$ cat config.mk
export PLATFORM = sky130hd
export DESIGN_NAME = ram_loader
export DESIGN_NICKNAME = d
export VERILOG_FILES = /design/src/rtl/ram_loader.sv
export SDC_FILE = /design/constraint.sdc
export NUM_CORES = 1
export LEC_CHECK = 0
export BUFFER_PORTS_ARGS = -buffer_cell sky130_fd_sc_hd__buf_4
export CAP_MARGIN = 20
export CORE_ASPECT_RATIO = 0.9
export CORE_MARGIN = 1
export CORE_UTILIZATION = 40
export CTS_BUF_LIST = sky130_fd_sc_hd__clkbuf_16
export CTS_CLUSTER_DIAMETER = 200
export DETAILED_ROUTE_END_ITERATION = 8
export GPL_ROUTABILITY_DRIVEN = 0
export PLACE_DENSITY_LB_ADDON = 0.15
export SYNTH_ARGS = -nofsm -noshare
export SYNTH_HDL_FRONTEND = slang
export SYNTH_SLANG_ARGS = --single-unit
$ cat constraint.sdc
create_clock -name clk -period 2.2 [get_ports clk]
set_input_delay 0.44 -clock clk [delete_from_list [all_inputs] [get_ports clk]]
set_output_delay 0.44 -clock clk [all_outputs]
set_load 0.01 [all_outputs]
$ cat src/rtl/ram_loader.sv
// ram_loader: serial-to-parallel RAM program loader.
// A host raises load_en, then clocks NUM_BYTES bytes in MSB first on sclk/sdata.
// Each assembled byte is written to the RAM program port with a one-cycle
// prog_mode strobe at consecutive addresses starting at 0.
// Optional feature: define RAM_LOADER_CKSUM_EN to expect one extra checksum
// byte after the data, compared against the modulo-256 sum of the data bytes.
module ram_loader #(
    parameter int NUM_BYTES = 16
) (
    input  logic       clk,
    input  logic       rst_n,
    input  logic       load_en,
    input  logic       sclk,
    input  logic       sdata,
    output logic       prog_mode,
    output logic [3:0] prog_addr,
    output logic [7:0] w_data,
    output logic       busy,
    output logic       done,
    output logic       cksum_err
);

    localparam logic [3:0] LAST_IDX = 4'(NUM_BYTES - 1);

    typedef enum logic [2:0] {
        IDLE  = 3'd0,
        SHIFT = 3'd1,
        WRITE = 3'd2,
`ifdef RAM_LOADER_CKSUM_EN
        CKSUM = 3'd3,
`endif
        DONE  = 3'd4
    } state_t;

    state_t     state;

    // Synchronizer chains for the asynchronous host pins
    logic       load_s1, load_s2, load_d;
    logic       sclk_s1, sclk_s2, sclk_d;
    logic       sdata_s1, sdata_s2;

    logic       load_rise;
    logic       sclk_rise;

    // Seven stored bits; the eighth (newest) bit is combined in directly when
    // the byte completes, so the full 8-bit value never needs its own register.
    logic [6:0] shreg;
    logic [7:0] next_byte;
    logic [2:0] bit_cnt;
    logic [3:0] byte_idx;

`ifdef RAM_LOADER_CKSUM_EN
    logic [7:0] sum;
`endif

    assign load_rise = load_s2 & ~load_d;
    assign sclk_rise = sclk_s2 & ~sclk_d;
    assign next_byte = {shreg, sdata_s2};

    // Two-flop synchronizers plus one history flop for edge detection
    always_ff @(posedge clk or negedge rst_n) begin
        if (!rst_n) begin
            load_s1  <= 1'b0;
            load_s2  <= 1'b0;
            load_d   <= 1'b0;
            sclk_s1  <= 1'b0;
            sclk_s2  <= 1'b0;
            sclk_d   <= 1'b0;
            sdata_s1 <= 1'b0;
            sdata_s2 <= 1'b0;
        end else begin
            load_s1  <= load_en;
            load_s2  <= load_s1;
            load_d   <= load_s2;
            sclk_s1  <= sclk;
            sclk_s2  <= sclk_s1;
            sclk_d   <= sclk_s2;
            sdata_s1 <= sdata;
            sdata_s2 <= sdata_s1;
        end
    end

    // Session FSM with registered outputs; busy/done are updated together with
    // the state so they always reflect the state being entered.
    always_ff @(posedge clk or negedge rst_n) begin
        if (!rst_n) begin
            state     <= IDLE;
            prog_mode <= 1'b0;
            prog_addr <= '0;
            w_data    <= '0;
            busy      <= 1'b0;
            done      <= 1'b0;
            shreg     <= '0;
            bit_cnt   <= '0;
            byte_idx  <= '0;
`ifdef RAM_LOADER_CKSUM_EN
            sum       <= '0;
            cksum_err <= 1'b0;
`endif
        end else begin
            prog_mode <= 1'b0;
            case (state)
                IDLE, DONE: begin
                    if (load_rise) begin
                        state    <= SHIFT;
                        byte_idx <= '0;
                        bit_cnt  <= '0;
                        busy     <= 1'b1;
                        done     <= 1'b0;
`ifdef RAM_LOADER_CKSUM_EN
                        sum       <= '0;
                        cksum_err <= 1'b0;
`endif
                    end
                end

                SHIFT: begin
                    if (!load_s2) begin
                        state <= IDLE;
                        busy  <= 1'b0;
                    end else if (sclk_rise) begin
                        shreg   <= next_byte[6:0];
                        bit_cnt <= bit_cnt + 3'd1;
                        if (bit_cnt == 3'd7) begin
                            state     <= WRITE;
                            prog_mode <= 1'b1;
                            prog_addr <= byte_idx;
                            w_data    <= next_byte;
                        end
                    end
                end

                WRITE: begin
`ifdef RAM_LOADER_CKSUM_EN
                    sum <= sum + w_data;
`endif
                    if (!load_s2) begin
                        state <= IDLE;
                        busy  <= 1'b0;
                    end else if (byte_idx < LAST_IDX) begin
                        byte_idx <= byte_idx + 4'd1;
                        state    <= SHIFT;
                    end else begin
`ifdef RAM_LOADER_CKSUM_EN
                        state <= CKSUM;
`else
                        state <= DONE;
                        busy  <= 1'b0;
                        done  <= 1'b1;
`endif
                    end
                end

`ifdef RAM_LOADER_CKSUM_EN
                CKSUM: begin
                    if (!load_s2) begin
                        state <= IDLE;
                        busy  <= 1'b0;
                    end else if (sclk_rise) begin
                        shreg   <= next_byte[6:0];
                        bit_cnt <= bit_cnt + 3'd1;
                        if (bit_cnt == 3'd7) begin
                            cksum_err <= (next_byte != sum);
                            state     <= DONE;
                            busy      <= 1'b0;
                            done      <= 1'b1;
                        end
                    end
                end
`endif

                default: begin
                    state <= IDLE;
                    busy  <= 1'b0;
                    done  <= 1'b0;
                end
            endcase
        end
    end

`ifndef RAM_LOADER_CKSUM_EN
    assign cksum_err = 1'b0;
`endif

endmodule

# Word level (Yosys, flattened, before mapping)
# Index checks and enable logic that the tools add are counted.
[totals] word_cells=78 regBits=40 out_inout_bits=16 input_bits=5
[classes] eq_ne=14 addsub=2 bitwise=5 n_reduce_logical=11 muxes=28 order_cmp=1
[op_table] operator="two-way mux 3 bit" count=9
[op_table] operator="AND reduction 4 bit" count=4
[op_table] operator="!= test 2 bit (second input constant)" count=7
[op_table] operator="two-way mux 4 bit" count=3
[op_table] operator="two-way mux 1 bit" count=11
[op_table] operator="!= test 3 bit (second input constant)" count=3
[op_table] operator="case mux 3 bit (3 select lines)" count=1
[op_table] operator="AND reduction 3 bit" count=3
[op_table] operator="case mux 4 bit (2 select lines)" count=1
[op_table] operator="== test 3 bit (second input constant)" count=2
[op_table] operator="case mux 1 bit (3 select lines)" count=2
[op_table] operator="case mux 3 bit (2 select lines)" count=1
[op_table] operator="adder 4 x 1 -> 4 bit (second input constant)" count=1
[op_table] operator="less-than comparator 4 bit (second input constant)" count=1
[op_table] operator="nonzero test 2 bit" count=2
[op_table] operator="adder 3 x 1 -> 3 bit (second input constant)" count=1
[op_table] operator="== test 3 x 1 -> 1 bit (second input constant)" count=1
[op_table] operator="== test 3 x 2 -> 1 bit (second input constant)" count=1
[op_table] operator="logical NOT 3 bit" count=1
[op_table] operator="NOT 1 bit" count=3
[op_table] operator="bitwise AND 1 bit" count=2
[op_table] operator="OR reduction 2 bit" count=1

# Logic depth before layout (Yosys ltp)
[depth] word_depth=5 mapped_depth=7 mapped_depth_nobuf=4

# Worst setup path after synthesis
# Ideal clock, no wire load.
[synth_path] path_type="register to register" startpoint="register state[1]" endpoint="register prog_addr[0]" setup_ns=0.125 path_stages_with_launch=8 period_less_slack_ns=1.694 t_required_ns=2.075 path_slack_ns=0.506 arrival_ns=1.568 path_buffers=4 path_cell_list="dfrtp_1 buf_6 nor4bb_4 buf_6 and3_1 buf_6 buf_12 mux2_4"
[synth_via] elab_chain_len=2
[synth_rtl] element="from (decl)" line="35" rtl="state_t state;"
[synth_rtl] element="from (signal assigned)" line="87" rtl="state <= IDLE;"
[synth_rtl] element="from (signal assigned)" line="105" rtl="state <= SHIFT;"
[synth_rtl] element="from (signal assigned)" line="119" rtl="state <= IDLE;"
[synth_rtl] element="== test 3 x 1 -> 1 bit" line="102" rtl="case (state)"
[synth_rtl] element="AND reduction 4 bit (no line)"
[synth_rtl] element="to (signal assigned)" line="127" rtl="prog_addr <= byte_idx;"
[synth_rtl] element="to (decl)" line="16" rtl="output logic [3:0] prog_addr,"
# Every way passes these cells.
# A chain may end at the register's enable or synchronous reset.

# Worst setup path after layout
[layout_path] startpoint="register load_s2" endpoint="register w_data[4]"
[layout_via] elab_chain_len=1
[layout_rtl] element="from (decl)" line="38" rtl="logic load_s1, load_s2, load_d;"
[layout_rtl] element="from (signal assigned)" line="73" rtl="load_s2 <= load_s1;"
[layout_rtl] element="AND reduction 4 bit (no line)"
[layout_rtl] element="to (signal assigned)" line="128" rtl="w_data <= next_byte;"
[layout_rtl] element="to (decl)" line="17" rtl="output logic [7:0] w_data,"
# Every way passes these cells.

==> results.py <==
metrics = {
    "status": {
        "status": "finished, violations left",
        "violations": "DRC",
    },
    "setup_path": {
        "arrival_ns": 1.99,
        "worst-path-stages": 4,
        "rrSetupSlack_ns": 0.37,
        "max_stage_delay_ns": 0.56,
        "critPathCaptureType": "flop",
        "path_cells": "nor4bb_4 > and3_1 > buf_4 > mux2_2",
        "reg2reg_from": "load_s2$_DFF_PN0_",
        "path_max_fanout": 13,
        "crit_required_ns": 2.36,
        "r2r_cells": 4,
        "slowest_stage": "dfrtp_1",
        "timing_worst_setup_path_type": "reg -> reg",
        "r2r_end": "w_data[4]$_DFFE_PN0P_",
        "startpoint_type": "flop",
        "path_buf_inv": 1,
        "cp_top_family": "flip-flops",
    },
    "sta": {
        "hold_viol": 0,
        "skew_ns": 0.00168,
        "fin_crit_sh_pct": 83.3,
        "setup_viol": 0,
        "final-max-slew-violation-count": 0,
        "fin_tns_setup_ns": 0,
        "rsz0062_at_grt": "no",
        "max_freq_ghz": 0.546,
        "min_period_ns": 1.83,
    },
    "global_routing": {
        "track_usage_pct": 14.1,
        "grt_overflow": 0,
        "grt_max_degree": 41,
        "antenna_found_initial": 0,
        "grt_pass1_vias": 1027,
        "grt_pass1_wl_um": 4860,
    },
    "finish": {
        "antenna-diode-count": 0,
        "drive_gt1_share_pct": 34.9,
        "syn_to_final_growth_pct": 19.3,
        "layout.nets": 153,
    },
    "synthesis": {
        "syn_area_per_cell_um2": 14.1,
        "ys_seq_elements": 40,
        "synthArstFlopShare_pct": 100,
        "synth_warnings": 0,
        "synth_edf_count": 0,
        "syn-instance-count": 121,
        "synth_seq_area_share_pct": 58.5,
        "synth_nets": 129,
        "ys_types": 32,
        "syn_area_mm2": 0.00171,
        "synthFlopType": "dfrtp_1",
    },
    "routing": {
        "drc": 2,
        "drt_wl_total_um": 2760,
        "first_iter_violations": 58,
        "vias": 1000,
        "wl_per_cell_um": 14.2,
        "dr.pass1.iters": 8,
        "drtAntennaViolNets": 0,
        "via_per_inst": 5.15,
    },
    "clock_tree": {
        "cts_resized": 0,
        "cts_hold_buf": 0,
        "path_clk_slew_ns": 0.05,
        "root_buffer": "clkbuf_16",
        "cts_tree": "yes",
        "cts_setup_buffers": 0,
        "clock_path_buffers": 2,
        "clkLatencyLatePin_ns": 0.27,
        "cts_buffers": 5,
        "htreeDepth": 2,
        "cts_num_sinks": 40,
    },
    "place": {
        "hpwl_um": 1860,
        "numPortBuffers": 19,
    },
    "power": {
        "finalPower_uw": 1700,
        "power_density_mw_per_mm2": 831,
        "power.leakage_uw": 0.00101,
        "vdd_drop_max_v": 0.000440,
    },
    "floorplan": {
        "pin_count": 21,
        "dieArea_mm2": 0.00454,
        "chipWidth_um": 70.9,
        "start_util_pct": 41.7,
        "die_h_um": 64.0,
        "num_rows": 22,
        "coreArea_mm2": 0.00410,
    },
    "worst_hold_path": {
        "min_path_type": "in -> async",
    },
    "job": {
        "drv_cap": 0,
    },
}
## flip-flops by register name (all words and copies together), names as in the netlist, 3 cells and up
register   flops
state          3
prog_addr      4
bit_cnt        3
shreg          7
w_data         8
byte_idx       4
## power breakdown
group          total [uW]  internal, uW  leakage [uW]  switching, uW
sequential            814           779      0.000533           35.0
combinational        98.2          53.0      0.000402           45.1
clock                 784           526     0.0000789            258
## synthesized netlist by cell type (all sizes together) (3+ instances only)
cell,number,share of area [%]
and3,3,1.1
buf,5,3.6
dfrtp,40,59
ha,3,2.2
inv,5,1.1
mux2,20,15
mux2i,3,1.8
nand2,7,1.5
nor2,3,0.66
nor2b,3,1.1
o21ai,3,0.88
## cells in the final DEF, fill, tap and decap left out, types with 2 or more instances in the layout
master	netlist	layout
dfrtp_1	40	40
buf_4	1	23
mux2_2	11	11
mux2_4	9	9
nand2_1	7	7
inv_1	5	5
clkbuf_16	0	5
nor2b_1	3	3
and3_1	3	3
o21ai_0	3	3
nor2_1	3	3
mux2i_1	3	3
ha_1	3	3
nor3b_1	2	2
nand3_1	2	2
a31oi_1	2	2
a21oi_1	2	2
o2bb2ai_1	2	2
o32a_1	2	2
nand2b_1	2	2
a211o_1	2	2
clkinv_1	0	2
## metrics by stage
stage                     setup WS (ns)  instances  hold slack (ns)  area [um^2]  util, %
after floorplan                   0.506        121            0.144         1710        -
after global placement            0.429        186            0.334         1880     45.8
after detailed placement          0.371        186            0.339         1880     45.8
after CTS                         0.366        194            0.151         2040     49.8
after global routing              0.243        194            0.180         2040     49.8
final                             0.368        194            0.139         2040     49.8
## layer usage
layer | up-vias | GRT usage (%) | routed length, um
met5 | - | 0 | 0
met4 | 0 | 6.75 | 42
met3 | 5 | 4.26 | 91
met2 | 18 | 21.3 | 1200
met1 | 499 | 18.5 | 1430
li1 | 478 | - | -
## how the worst max path moves through the flow
stage	to	from
finish	w_data[4]$_DFFE_PN0P_	load_s2$_DFF_PN0_
global placement	w_data[4]$_DFFE_PN0P_	load_s2$_DFF_PN0_
detailed placement	w_data[4]$_DFFE_PN0P_	load_s2$_DFF_PN0_
CTS	w_data[4]$_DFFE_PN0P_	load_s2$_DFF_PN0_
global route	shreg[0]$_DFFE_PN0P_	load_s2$_DFF_PN0_
floorplan	prog_addr[0]$_DFFE_PN0P_	state[1]$_DFFE_PN0P_
## worst reg2reg max path: cells and delay by family, from the launching register on
family,cells,cell delay [ns]
flops,1,0.56
simple gates,2,0.56
mux,1,0.37
buf+inv,1,0.24
## cell type report
class | instances | area [um^2]
clock buffers | 5 | 125
inverters | 5 | 18.8
repair buffers | 23 | 173
multi-input cells | 70 | 626
clock inverters | 3 | 37.5
flip-flops and latches | 40 | 1000
well taps | 48 | 60.1
fillers | 375 | 2060
## cell families (layout without fill, tap and decap cells)
| kind of cell | count (synthesis) | after routing | share of synthesized area (%) |
|---|---|---|---|
| buf+inv | 11 | 36 | 4.90 |
| compound gates | 17 | 17 | 7.32 |
| flops | 40 | 40 | 58.5 |
| mux | 23 | 23 | 16.9 |
| other cells | 1 | 1 | 0.219 |
| fa+ha+maj | 3 | 3 | 2.19 |
| simple gates | 26 | 26 | 9.95 |
Power figures use the tool's default switching activity.
